## config.mk

```make
export PLATFORM = sky130hd
export DESIGN_NAME = ysyx_22041405_lsu
export DESIGN_NICKNAME = d
export VERILOG_FILES = /design/src/rtl/ysyx_22041405_lsu.sv
export SDC_FILE = /design/constraint.sdc
export NUM_CORES = 1
export LEC_CHECK = 0
export BUFFER_PORTS_ARGS = -buffer_cell sky130_fd_sc_hd__buf_4
export CORE_UTILIZATION = 47
export CTS_BUF_LIST = sky130_fd_sc_hd__clkbuf_8 sky130_fd_sc_hd__clkbuf_16
export DETAILED_ROUTE_END_ITERATION = 7
export PLACE_DENSITY = 0.76
export SLEW_MARGIN = 40
export SYNTH_ARGS = -nofsm -noshare
export SYNTH_HDL_FRONTEND = slang
export SYNTH_SLANG_ARGS = --single-unit
```

## constraint.sdc

```tcl
create_clock -name clk -period 2.25 [get_ports clk]
set_input_delay 0.45 -clock clk [delete_from_list [all_inputs] [get_ports clk]]
set_output_delay 0.45 -clock clk [all_outputs]
set_load 0.05 [all_outputs]
```

## src/rtl/ysyx_22041405_lsu.sv

```systemverilog
// ysyx_22041405_lsu -- load/store unit between the EXU and write-back.
//
// Takes one executed instruction at a time. Loads and stores do a single
// data-RAM access. Stores get byte-lane replication and a write mask. Loads get
// lane selection and sign/zero extension. Non-memory instructions are buffered
// for one cycle and handed to WB. Illegal or misaligned accesses never touch
// the RAM. They come out on wb_except, with the faulting address in wb_data.
//
// Ports
//   clk, rst             clock; asynchronous active-low reset
//   ex_valid/ex_ready    EXU handshake (ready only while idle)
//   ex_is_load/store     memory-op flags
//   ex_funct3            RV32I access size/sign code
//   ex_result            ALU result / effective address
//   ex_wdata, ex_rd      store data (rs2), destination register
//   dram_re/we           read/write request, held until dram_ack
//   dram_addr            word-aligned address
//   dram_wdata/wmask     lane-replicated store data, byte enables
//   dram_rdata/ack       read data and one-cycle completion pulse
//   wb_valid/wb_ready    WB handshake
//   wb_rd/we/data        register write-back
//   wb_except            misaligned or illegal access
module ysyx_22041405_lsu #(
  parameter int WIDTH = 32
) (
  input  logic             clk,
  input  logic             rst,
  input  logic             ex_valid,
  output logic             ex_ready,
  input  logic             ex_is_load,
  input  logic             ex_is_store,
  input  logic [2:0]       ex_funct3,
  input  logic [WIDTH-1:0] ex_result,
  input  logic [WIDTH-1:0] ex_wdata,
  input  logic [4:0]       ex_rd,
  output logic             dram_re,
  output logic             dram_we,
  output logic [WIDTH-1:0] dram_addr,
  output logic [WIDTH-1:0] dram_wdata,
  output logic [3:0]       dram_wmask,
  input  logic [WIDTH-1:0] dram_rdata,
  input  logic             dram_ack,
  output logic             wb_valid,
  input  logic             wb_ready,
  output logic [4:0]       wb_rd,
  output logic             wb_we,
  output logic [WIDTH-1:0] wb_data,
  output logic             wb_except
);

  typedef enum logic [1:0] {IDLE, REQ, RESP} state_t;

  state_t           state_q, state_d;
  logic [2:0]       funct3_q, funct3_d;
  logic [WIDTH-1:0] addr_q, addr_d;
  logic [WIDTH-1:0] storeData_q, storeData_d;
  logic [4:0]       rd_q, rd_d;
  logic             isLoad_q, isLoad_d;
  logic             isStore_q, isStore_d;
  logic [WIDTH-1:0] wbData_q, wbData_d;
  logic             wbWe_q, wbWe_d;
  logic             wbExcept_q, wbExcept_d;

  logic             exLoad, exStore, exLegal, exAligned;
  logic [WIDTH-1:0] laneShift, loadData, storeLanes;
  logic [3:0]       storeMask;

  // Decode the incoming instruction. A load takes priority if both flags are
  // set. Alignment only matters for legal codes, so illegal ones fall through.
  always_comb begin
    exLoad    = ex_is_load;
    exStore   = ex_is_store & ~ex_is_load;
    exLegal   = 1'b0;
    exAligned = 1'b1;
    if (exLoad) begin
      exLegal = (ex_funct3 == 3'b000) || (ex_funct3 == 3'b001) || (ex_funct3 == 3'b010) ||
                (ex_funct3 == 3'b100) || (ex_funct3 == 3'b101);
    end else if (exStore) begin
      exLegal = (ex_funct3 == 3'b000) || (ex_funct3 == 3'b001) || (ex_funct3 == 3'b010);
    end
    case (ex_funct3[1:0])
      2'b01:   exAligned = ~ex_result[0];
      2'b10:   exAligned = (ex_result[1:0] == 2'b00);
      default: exAligned = 1'b1;
    endcase
  end

  // Shift the addressed byte/half down to bit 0, then extend it per funct3.
  // A word access is always aligned, so its shift is zero.
  always_comb begin
    laneShift = dram_rdata >> {addr_q[1:0], 3'b000};
    case (funct3_q)
      3'b000:  loadData = {{(WIDTH-8){laneShift[7]}}, laneShift[7:0]};
      3'b001:  loadData = {{(WIDTH-16){laneShift[15]}}, laneShift[15:0]};
      3'b100:  loadData = {{(WIDTH-8){1'b0}}, laneShift[7:0]};
      3'b101:  loadData = {{(WIDTH-16){1'b0}}, laneShift[15:0]};
      default: loadData = laneShift;
    endcase
  end

  // Stores replicate the datum across every lane it could land in and let the
  // mask pick the real byte enables.
  always_comb begin
    case (funct3_q[1:0])
      2'b00: begin
        storeLanes = {4{storeData_q[7:0]}};
        storeMask  = 4'b0001 << addr_q[1:0];
      end
      2'b01: begin
        storeLanes = {2{storeData_q[15:0]}};
        storeMask  = 4'b0011 << addr_q[1:0];
      end
      default: begin
        storeLanes = storeData_q;
        storeMask  = 4'b1111;
      end
    endcase
  end

  // Next-state logic. The instruction and the WB result are latched on
  // accept. A load's result is overwritten when its data arrives with dram_ack.
  always_comb begin
    state_d     = state_q;
    funct3_d    = funct3_q;
    addr_d      = addr_q;
    storeData_d = storeData_q;
    rd_d        = rd_q;
    isLoad_d    = isLoad_q;
    isStore_d   = isStore_q;
    wbData_d    = wbData_q;
    wbWe_d      = wbWe_q;
    wbExcept_d  = wbExcept_q;
    case (state_q)
      IDLE: begin
        if (ex_valid) begin
          funct3_d    = ex_funct3;
          addr_d      = ex_result;
          storeData_d = ex_wdata;
          rd_d        = ex_rd;
          isLoad_d    = exLoad;
          isStore_d   = exStore;
          if (exLoad || exStore) begin
            if (exLegal && exAligned) begin
              state_d    = REQ;
              wbData_d   = '0;
              wbWe_d     = 1'b0;
              wbExcept_d = 1'b0;
            end else begin
              state_d    = RESP;
              wbData_d   = ex_result;
              wbWe_d     = 1'b0;
              wbExcept_d = 1'b1;
            end
          end else begin
            state_d    = RESP;
            wbData_d   = ex_result;
            wbWe_d     = (ex_rd != 5'd0);
            wbExcept_d = 1'b0;
          end
        end
      end
      REQ: begin
        if (dram_ack) begin
          state_d    = RESP;
          wbExcept_d = 1'b0;
          if (isLoad_q) begin
            wbData_d = loadData;
            wbWe_d   = (rd_q != 5'd0);
          end else begin
            wbData_d = '0;
            wbWe_d   = 1'b0;
          end
        end
      end
      RESP: begin
        if (wb_ready) state_d = IDLE;
      end
      default: state_d = IDLE;
    endcase
  end

  // State and datapath registers. Reset abandons any request in flight.
  always_ff @(posedge clk or negedge rst) begin
    if (!rst) begin
      state_q     <= IDLE;
      funct3_q    <= '0;
      addr_q      <= '0;
      storeData_q <= '0;
      rd_q        <= '0;
      isLoad_q    <= 1'b0;
      isStore_q   <= 1'b0;
      wbData_q    <= '0;
      wbWe_q      <= 1'b0;
      wbExcept_q  <= 1'b0;
    end else begin
      state_q     <= state_d;
      funct3_q    <= funct3_d;
      addr_q      <= addr_d;
      storeData_q <= storeData_d;
      rd_q        <= rd_d;
      isLoad_q    <= isLoad_d;
      isStore_q   <= isStore_d;
      wbData_q    <= wbData_d;
      wbWe_q      <= wbWe_d;
      wbExcept_q  <= wbExcept_d;
    end
  end

  // Outputs are decoded from the state, so reset clears them immediately.
  // All dram_* and wb_* outputs are zero outside REQ and RESP respectively.
  always_comb begin
    ex_ready   = (state_q == IDLE);
    dram_re    = (state_q == REQ) && isLoad_q;
    dram_we    = (state_q == REQ) && isStore_q;
    dram_addr  = (state_q == REQ) ? {addr_q[WIDTH-1:2], 2'b00} : '0;
    dram_wdata = dram_we ? storeLanes : '0;
    dram_wmask = dram_we ? storeMask : 4'b0000;
    wb_valid   = (state_q == RESP);
    wb_rd      = wb_valid ? rd_q : 5'd0;
    wb_we      = wb_valid & wbWe_q;
    wb_data    = wb_valid ? wbData_q : '0;
    wb_except  = wb_valid & wbExcept_q;
  end

endmodule

```

======== Word-level counts from Yosys, hierarchy flattened ========
Cells that the tools add are included.
W data, S select, Z words.
word-level totals
  bits in registers ....................... 110
  input bits .............................. 111
  output and inout port bits .............. 111
cells by class
  equality and inequality tests ........... 15
  shift operators ......................... 3
  mux-type cells .......................... 33
  bitwise gates (word level) .............. 5
  reductions and logical operators ........ 19
operators by type and width
  cell                   count
  $mux W32               8
  $pmux W32 S2           2
  $pmux W32 S4           1
  $shr A32 B5 Y32        1
  $eq A3 B3 Y1 const B   4
  $mux W1                10
  $mux W2                5
  $reduce_bool A5 Y1     2
  $pmux W4 S2            1
  $eq A2 B1 Y1 const B   3
  $eq A3 B1 Y1 const B   2
  $logic_not A2 Y1       3
  $logic_not A3 Y1       2
  $pmux W1 S2            3
  $pmux W2 S3            1
  $reduce_and A3 Y1      2
  $logic_or A1 B1 Y1     5
  $mux W5                1
  $eq A2 B2 Y1 const B   2
  $mux W4                1
  $ne A2 B2 Y1 const B   2
  $shl A1 B2 Y4 const A  1
  $shl A2 B2 Y4 const A  1
  $and A1 B1 Y1          3
  6 further kinds        9

======== Longest topological paths before layout ========
Gate-level depths: netlist of the first run.
  depth after elaboration ................. 11
  mapped depth ............................ 8
  depth with buffers taken out ............ 6

======== Worst setup path after synthesis of the first run ========
OpenSTA, ideal clock, no wires.
  kind .................................... register to output
  start point ............................. register funct3_q[0]
  end point ............................... output dram_wdata[10]
  arrival time ............................ 1844 ps
  data required time ...................... 1800 ps
  setup slack ............................. -44 ps
  cell stages (with the launch flop) ...... 6
  cells stage by stage .................... dfrtp_1 > buf_2 > nor2_1 > clkbuf_1 > nand2_1 > a21oi_1
on the way
  cells in the longest elaborated chain, start to end .. 3
  elaborated cells between the ends (all ways) .. 4
ends and longest elaborated chain
  what                                                     RTL line  RTL
  start: declaration                                       54        logic [2:0] funct3_q, funct3_d;
  start signal: assignment                                 197       funct3_q <= funct3_d;
  $eq A2 B1 Y1 / $logic_not A2 Y1 (equally long branches)  104       case (funct3_q[1:0])
  $pmux W32 S2 *                                           104
  $mux W32 *                                               216       dram_wdata = dram_we ? storeLanes : '0;
  end: declaration                                         39        output logic [WIDTH-1:0] dram_wdata,
Every way passes the cells marked *; elsewhere a longest branch is shown, timed or not.

======== Worst setup path after layout of the first run ========
  start point ............................. register state_q[1]
  end point ............................... output dram_wdata[20]
on the way
  cells in the longest elaborated chain, start to end .. 3
ends and longest elaborated chain
  what                      RTL line  RTL
  start: declaration        53        state_t state_q, state_d;
  start signal: assignment  196       state_q <= state_d;
  $eq A2 B1 Y1              214       dram_we = (state_q == REQ) && isStore_q;
  $logic_and A1 B1 Y1       214
  $mux W32                  216
No other way between the ends.

==> metrics.txt, run 1 <==
Max Used Layer=met4; status=complete, no violations; fraction of registers with async set or reset after synthesis=1.000; Met3 Wirelength=1355 um; Synth Area in Simple Gates=0.2736; Placement Rows=approximately 40; M1 wire length=a little under 8000 um; Worst R2R Start=state_q[1]$_DFFE_PN0P_; RSZ-0062 raised after global routing=no; drt total wl=18970 um; sequential fraction of design power=0.370; Congestion Overflow GR=0; area of the die=13500 um^2; Post-DRT Antenna Nets=0; clk_lat worst skew=0.35 ns; GP Congestion=between 1 and 1.5; post-place instance area=~8000 um^2; Final Power=roughly 0.009 W; static leakage=4.251 nW; Clk pwr share=0.173; Layout area overhead=35.77%; Synth Area in Adders=0.006125; top_reg_cell synth=dfrtp_1; share of layout cells above drive strength 1=0.3282; routed len/inst=between 15 and 20 um; Fillers=about 1100; DRC=0; PwrDens=~1100 nW/um^2; CP Data Arrival Time=between 1.5 and 2 ns; vias in the first global route=5730; Max FO, Critical Path=29; Synth cell types=46; Hold/Removal Path Class=input pin to async pin; post-CTS setup buffer count=0; DP HPWL=about 14000 um; Final Cycle Share=0.9653; Placement Setup Slack=0.3704 ns; Mapped Area=6128 um^2; Mean Syn Cell Area=~8.7 um^2; Pint=0.005288 W; Root Driver=clkbuf_16; CTS tree=done; I/O Buffers=219; Nets=~1000; Vias/cell=roughly 5.5; die width=approximately 120 um; largest family of logic cells by synthesized area=simple AND/OR/NAND/NOR gates; final setup vio count=0; Clock Skew=0.005564 ns; First DRT Iteration DRCs=481; Worst path max stage delay=approximately 0.43 ns; WS Path Type=register to primary output; DR WL met2=9149 um; Min Clock Period, post-route=between 2 and 2.5 ns; worst-margin pin slew=~0.61 ns; Hold Vio Cnt, Final=0; synth warn=0; total clock sinks=110; Worst EP required=approximately 1.8 ns; Initial Utilization=0.4837; Chip Height=116.2 um; combinational power share=0.457; gr usage total=0.2863; mux contribution to synthesized area=0.09249; core region area=roughly 13000 um^2; EDFF count, synth=0; synthesis-stage register bit count=110; Synth Area in Compound Gates=0.1233; via count=between 5000 and 6000; Critical Path Start Type=register; fmax=approximately 0.46 GHz; H-tree Lvls=3; Crit-path slowest cell=dfrtp_1; IO Pins=222; CP endpoint kind=primary output; Core Util, Final=0.6567; CTS Buf Count=9; largest net degree at the start of global routing=90; gate count after technology mapping=roughly 700; Setup crit start=state_q[1]$_DFFE_PN0P_; register area share after synthesis=0.4492; Setup WS post-layout=just under 0.08 ns; Clock Path Buffers=2; Post-Synth XOR/XNOR Area=0.001429; Antenna Cells=0; worst-path cell chain=and2b_2, nand2_1, buf_6, nor2_1, buf_4; Sw Ratio=0.4244; Final Slew Violations=0; sw power=0.003898 W; final instance area=about 8300 um^2; Max-Cap Viols=0; Max-slew headroom=0.5895; number of antenna violations at the first check in global routing=0; drt pass-1 iters=7; peak supply drop=approximately 0.55 mV; CTS clk-pin slew, worst paths=0.07 ns; first-pass GRT wire length=~30000 um
cell usage in the layout (no fill, tap or decap), drive strengths merged, types with 2 or more instances in the layout:
master	synthesis	layout
buf	31	240
nand2	228	228
dfrtp	110	110
and2	72	72
nor2	38	38
a22oi	25	25
mux2i	24	24
a21oi	22	22
o211ai	21	21
o21ai	15	15
inv	14	14
mux2	13	13
clkbuf	23	10
and3	9	9
o31ai	9	9
mux4	8	8
a221oi	5	5
o221ai	5	5
nor2b	5	5
nand2b	3	3
ha	3	3
clkinv	0	3
a2bb2oi	2	2
or4	2	2
conb	1	2
or2	2	2
nor3	2	2
layer usage:
layer | GRT usage | up-vias
li1 | - | 2742
met1 | 0.3827 | 2813
met2 | 0.4567 | 303
met3 | 0.05293 | 50
met4 | 0.1256 | 0
met5 | 0 | -
power by group through the flow:
stage	Clock (W)	Sequential, W	Combinational [W]
floorplan	0	0.00313	0.00309
global placement	0	0.00337	0.00407
detailed placement	0	0.00339	0.00419
CTS	0.00161	0.00337	0.00420
global route	0.00170	0.00348	0.00453
finish	0.00159	0.00340	0.00420
worst paths after layout:
kind | slack (ns) | endpoint | depth (start not counted)
max | 0.08 | dram_wdata[20] | 5
min | 0.07 | addr_q[24]$_DFFE_PN0P_ | 1
max reg2reg | 0.42 | wbData_q[8]$_DFFE_PN0P_ | 5
min reg2reg | 0.47 | addr_q[8]$_DFFE_PN0P_ | 2
max in group asynchronous | 1.46 | addr_q[2]$_DFFE_PN0P_ | 2
min in group clk | 0.29 | storeData_q[31]$_DFFE_PN0P_ | 3
synth_stat cells, types with 4 or more instances:
cell | number | area share
mux2_2 | 13 | 0.024
o21ai_0 | 13 | 0.011
a22oi_1 | 25 | 0.031
o221ai_1 | 5 | 0.0071
clkbuf_1 | 23 | 0.014
nand2_1 | 228 | 0.14
mux2i_1 | 24 | 0.039
inv_1 | 14 | 0.0086
dfrtp_1 | 110 | 0.45
nor2b_1 | 4 | 0.0041
and2_1 | 72 | 0.073
buf_4 | 4 | 0.0049
nor2_1 | 38 | 0.023
buf_2 | 21 | 0.017
o31ai_1 | 9 | 0.011
a21oi_1 | 22 | 0.018
mux4_2 | 8 | 0.029
and3_1 | 9 | 0.0092
o211ai_1 | 21 | 0.026
buf_6 | 4 | 0.0073
a221oi_1 | 5 | 0.0071
flip-flops by register name, summed over array words and instances, names as in the netlist:
name         flops
wbData_q        32
rd_q             5
isStore_q        1
funct3_q         3
storeData_q     32
wbWe_q           1
state_q          2
wbExcept_q       1
isLoad_q         1
addr_q          32
cells by family (layout without fill, tap and decap cells):
family / after synthesis / after routing
AOI/OAI and AO/OA: 109 / 109
xor gates and xnor gates: 1 / 1
muxes: 45 / 45
DFF: 110 / 110
adders and majority gates: 3 / 3
buffers and inverters: 68 / 268
and+or+nand+nor: 367 / 367
other: 1 / 2
metrics by stage:
step	std cells	setup TNS (ns)	hold slack [ns]
detailed placement	1063	0	0.4549
global route	1077	0	0.09611
CTS	1077	0	0.08154
global placement	1063	0	0.4487
floorplan	705	-0.2892	0.1544
finish	1077	0	0.07114
cell type report:
cell class	count	area (um^2)	share of cell area
Tap cell	172	215.2	0.02586
Clock buffer	10	239.0	0.02872
Sequential cell	110	2755	0.3311
Clock inverter	4	48.80	0.005865
Timing Repair Buffer	240	1917	0.2304
Inverter	14	52.55	0.006316
Multi-Input combinational cell	527	3093	0.3717
worst max-delay path, delay by kind of cell, from the launching register on:
kind,cells,cell delay [ns]
buffers and inverters,2,0.42
DFF,1,0.43
and+or+nand+nor,3,0.51
timing repair:
item | CTS | global route
hold buffers | 0 | 0
resized for setup | 1 | 7
endpoints found under the setup margin | 1 | 22
pin swaps | 0 | 0
Power figures use the tool's default switching activity.
==> run 2: changes to the inputs <==
Settings changed: PLACE_DENSITY 0.76 to 0.8.
==> run 2 against run 1 <==
Critical path depth shrank 1. Sequential power about the same. Clock skew up 0.00054 ns. Final area hardly changed. Register-to-register slack worse by 0.06 ns. Fmax rose by 1.7%. Sequential share of layout area hardly changed. Power up 0.17%. Sequential cell count is the same. Via count fell by 0.63%. Clock power about the same. Setup slack gained 0.037 ns. Critical path type unchanged. Critical endpoint is now dram_addr[19].
==> metrics.txt, run 2 (synthesized netlist as in run 1, its figures left out) <==
Initial Utilization=0.4837; Root Driver=clkbuf_16; Nets=1022; Final Power=about 0.009 W; first-pass GRT wire length=29260 um; Critical Path Start Type=register; RSZ-0062 raised after global routing=no; Clock Skew=roughly 0.006 ns; Layout area overhead=35.85%; Chip Height=about 120 um; Core Util, Final=0.6571; CP Data Arrival Time=roughly 1.7 ns; drt pass-1 iters=5; peak supply drop=approximately 0.67 mV; reg2reg path depth=5; Hold/Removal Path Class=input pin to async pin; clk_lat worst skew=around 0.35 ns; I/O Buffers=219; fmax=between 0.4 and 0.5 GHz; number of antenna violations at the first check in global routing=0; Max FO, Critical Path=20; core region area=~13000 um^2; H-tree Lvls=3; vias in the first global route=5659; Min Clock Period, post-route=~2.1 ns; Worst R2R Start=state_q[1]$_DFFE_PN0P_; CTS tree=done; Final Cycle Share=0.9489; worst-margin pin slew=0.6125 ns; PwrDens=between 1000 and 1500 nW/um^2; Vias/cell=approximately 5.4; WHS=between 0.01 and 0.015 ns; CP endpoint kind=primary output; status=complete, no violations; final setup vio count=0; routed len/inst=17.31 um; setup_tns=0 ns; WS Path Type=register to primary output; IO Pins=around 220; total clock sinks=110; commonest non-fill, non-tap cell in the layout=buf_4; via count=about 5900; CTS Buf Count=9; die width=between 100 and 150 um; Hold Vio Cnt, Final=0; DP HPWL=between 10000 and 15000 um; share of layout cells above drive strength 1=0.3308; First DRT Iteration DRCs=443; Placement Rows=41; Largest regs=addr_q (32), storeData_q (32), wbData_q (32); most frequent cells in the layout=buf_4, nand2_1, dfrtp_1; reg2reg end=wbData_q[10]$_DFFE_PN0P_; Max-Cap Viols=0; DRC=0; drt total wl=18780 um; static leakage=about 4.3 nW; Post-DRT Antenna Nets=0; area of the die=about 14000 um^2; Worst EP required=1.80 ns; CTS clk-pin slew, worst paths=0.07 ns; Clock Path Buffers=2; r2r setup slk=about 0.36 ns; GP Congestion=just over 0.9; Max-slew headroom=0.5894; gr usage total=0.2878; Final Slew Violations=0; Congestion Overflow GR=0; largest net degree at the start of global routing=52; Antenna Cells=0
[run 2: changes by cell type in the layout (fill, tap and decap cells not counted), moves of 2 or more]
cell | previous run | this run
clkinvlp_4 | 0 | 2
buf_12 | 8 | 4
clkinv_2 | 2 | 0
buf_4 | 228 | 239
[run 2: worst max-delay path by stage]
stage,startpoint,end,slack [ns],depth (start not counted)
2_1_floorplan,state_q[1]$_DFFE_PN0P_,dram_wdata[24],-0.03,5
3_3_place_gp,state_q[0]$_DFFE_PN0P_,wb_data[23],0.37,4
3_5_place_dp,state_q[0]$_DFFE_PN0P_,wb_data[23],0.34,4
4_1_cts,state_q[0]$_DFFE_PN0P_,dram_we,0.03,5
5_1_grt,state_q[1]$_DFFE_PN0P_,dram_wmask[2],0.001,5
6_report,state_q[1]$_DFFE_PN0P_,dram_addr[19],0.12,4
[run 2: final cells by class]
cell class	instances	area (um^2)
Clock buffer	9	225.2
Clock inverter	7	75.07
Fill cell	1103	4345
Inverter	14	52.55
Multi-Input combinational cell	527	3094
Sequential cell	110	2755
Tap cell	172	215.2
Timing Repair Buffer	246	1908
[run 2: per-layer routing]
layer,up-vias,part of all wire,track usage
met1,2814,0.42,0.3788
met4,0,0.039,0.1462
li1,2757,-,-
met2,249,0.48,0.4575
met3,51,0.066,0.05241
met5,-,0,0
[run 2: critical path, stage by stage (launching register included)]
cell	delay, ns
dfrtp_2	0.44
and2b_1	0.24
buf_4	0.26
and2_1	0.18
buf_4	0.20
[run 2: timing repair]
action | 4_1_cts | 5_1_grt
buffers inserted | 0 | 2
gates cloned | 0 | 0
endpoints found under the setup margin | 31 | 58
resized for setup | 1 | 5
hold buffers | 0 | 0
endpoints found under the hold margin | 0 | 0
[run 2: metrics by stage]
step	setup slack [ns]	instances	area, um^2
3_3_place_gp	0.3668	1067	7991
5_1_grt	0.001268	1085	8325
4_1_cts	0.02939	1083	8297
3_5_place_dp	0.3377	1067	7991
6_report	0.1150	1085	8325
2_1_floorplan	-0.03213	705	6162
[run 2: report_power, final]
group	internal, W	switching [W]
sequential	0.00276	0.000604
clock	0.000868	0.000738
combinational	0.00163	0.00259
==> run 3: changes to the inputs <==
--- a/config.mk
+++ b/config.mk
@@ -9,3 +9,3 @@
 export CORE_UTILIZATION = 47
-export CTS_BUF_LIST = sky130_fd_sc_hd__clkbuf_8 sky130_fd_sc_hd__clkbuf_16
+export CTS_BUF_LIST = sky130_fd_sc_hd__clkbuf_4
 export DETAILED_ROUTE_END_ITERATION = 7
==> constraint.sdc (replaced) <==
create_clock -name clk -period 2.25 [get_ports clk]
set_input_delay 0.3375 -clock clk [delete_from_list [all_inputs] [get_ports clk]]
set_output_delay 0.3375 -clock clk [all_outputs]
set_load 0.05 [all_outputs]
==> run 3 against run 2 <==
Clock power fell by 34%. Critical path type unchanged. Critical path depth rose by 1. Routed wire length fell by 2.1%. Die area did not move. Sequential share of layout area rose by 0.39 points. Sequential cell count did not move. Final area fell by 1.1%. Via count fell by 1.7%. Worst hold slack improved by 0.025 ns. Sequential power barely moved.
==> metrics.txt, run 3 (synthesized netlist as in run 1, its figures left out) <==
peak supply drop=between 0.6 and 0.7 mV; CTS clk-pin slew, worst paths=~0.16 ns; Post-DRT Antenna Nets=0; gr usage total=0.2784; largest net degree at the start of global routing=73; Hold Vio Cnt, Final=0; Final Slew Violations=0; Pint=0.004861 W; RSZ-0062 raised after global routing=yes; DP HPWL=~14000 um; drt pass-1 iters=5; CTS tree=done; Worst Hold Depth=3; Worst R2R Start=state_q[1]$_DFFE_PN0P_; Placement Setup Slack=between 0.4 and 0.5 ns; sink of the worst hold path=storeData_q[18]$_DFFE_PN0P_; CP endpoint kind=primary output; area of the die=approximately 14000 um^2; routed len/inst=between 15 and 20 um; Sw Ratio=0.4365; r2r setup slk=between 0.4 and 0.5 ns; final setup vio count=0; Max-slew headroom=0.5713; H-tree Lvls=3; GP Congestion=roughly 0.86; PwrDens=approximately 1000 nW/um^2; most frequent cells in the layout=buf_4, nand2_1, dfrtp_1; CTS Buf Count=9; Clock Skew=0.01232 ns; clk_lat worst skew=roughly 0.47 ns; Setup WS post-layout=0.04076 ns; Largest regs=addr_q (32), storeData_q (32), wbData_q (32); Vias/cell=5.315; static leakage=4.218 nW; IO Pins=between 200 and 250; worst-margin pin slew=between 0.6 and 0.7 ns; Final Power=roughly 0.0086 W; via count=roughly 5800; Max-Cap Viols=0; Root Driver=clkbuf_4; Initial Utilization=0.4837; drt total wl=roughly 18000 um; total clock sinks=110; sw power=about 0.0038 W; WS Path Type=register to primary output; Layout area overhead=34.40%; Max FO, Critical Path=29; Fillers=about 1100; reg2reg path depth=5; Clk pwr share=0.124; first-pass GRT wire length=roughly 28000 um; number of antenna violations at the first check in global routing=0; Hold Startpoint=ex_wdata[18]; Cells after DPL=1065; die width=approximately 120 um; First DRT Iteration DRCs=468; final instance area=8237 um^2; Critical Path Start Type=register; CP Data Arrival Time=around 1.9 ns; vias in the first global route=roughly 5400; commonest non-fill, non-tap cell in the layout=buf_4; fmax=around 0.45 GHz; Min Clock Period, post-route=2.209 ns; Congestion Overflow GR=0; Hold/Removal Path Class=input pin to register; reg2reg end=wbData_q[9]$_DFFE_PN0P_; Placement Rows=~40; share of layout cells above drive strength 1=0.3330; WHS=between 0.03 and 0.04 ns; Nets=just over 1000; combinational power share=0.488; Chip Height=116.2 um; DRC=0; core region area=about 13000 um^2; Final Cycle Share=0.9819; status=complete, no violations; Clock Path Buffers=2; post-place instance area=7959 um^2; Worst EP required=~1.9 ns; sequential fraction of design power=0.388; I/O Buffers=between 200 and 250; fin cells=about 1100
## run 3: what timing repair did
action / 4_1_cts / 5_1_grt
hold endpoints to repair: 41 / 0
resized for setup: 7 / 21
setup endpoints to repair: 14 / 52
hold buffers: 1 / 0
setup buffers: 1 / 3
## run 3: worst max-delay path, cell delays in order, from the launching register on
cell and delay, ns:
dfrtp_1 0.45, and2b_2 0.26, nand2_1 0.10, buf_12 0.20
nor2_1 0.16, buf_4 0.22
## run 3: final cells by class
type                       count  area (um^2)  share of cell area
timing repair buffer         247         1973              0.2396
inverter                      14        52.55            0.006380
multi-input combinational    527         3090              0.3752
antenna                        1        2.502           0.0003038
sequential                   110         2758              0.3348
tap                          172        215.2             0.02613
clock inverter                 6        77.57            0.009418
clock buffer                   9        67.56            0.008203
## run 3: power by group through the flow
| stage | combinational [W] | sequential, W | clock [W] |
|---|---|---|---|
| floorplan | 0.00306 | 0.00313 | 0 |
| global placement | 0.00400 | 0.00335 | 0 |
| detailed placement | 0.00410 | 0.00337 | 0 |
| CTS | 0.00414 | 0.00333 | 0.00109 |
| global route | 0.00458 | 0.00345 | 0.00117 |
| finish | 0.00421 | 0.00335 | 0.00107 |
## run 3: stage by stage
stage,TNS (ns),utilization
CTS,-0.0004732,0.6424
global route,-0.6757,0.6498
global placement,0,0.6281
finish,0,0.6500
floorplan,0,-
detailed placement,0,0.6281
## run 3: layer usage
layer	share of wire	up-vias	track usage
li1	-	2765	-
met1	0.43	2708	0.3708
met2	0.47	246	0.4437
met3	0.064	53	0.04567
met4	0.039	0	0.1368
met5	0	-	0
## run 3: worst max-delay path by stage
stage,startpoint,endpoint,cells after the start
2_1_floorplan,funct3_q[0]$_DFFE_PN0P_,dram_wdata[10],5
3_3_place_gp,funct3_q[0]$_DFFE_PN0P_,dram_wdata[27],6
3_5_place_dp,funct3_q[0]$_DFFE_PN0P_,dram_wdata[27],6
4_1_cts,state_q[1]$_DFFE_PN0P_,dram_wdata[3],4
5_1_grt,state_q[1]$_DFFE_PN0P_,dram_wdata[18],5
6_report,state_q[1]$_DFFE_PN0P_,dram_wdata[18],5
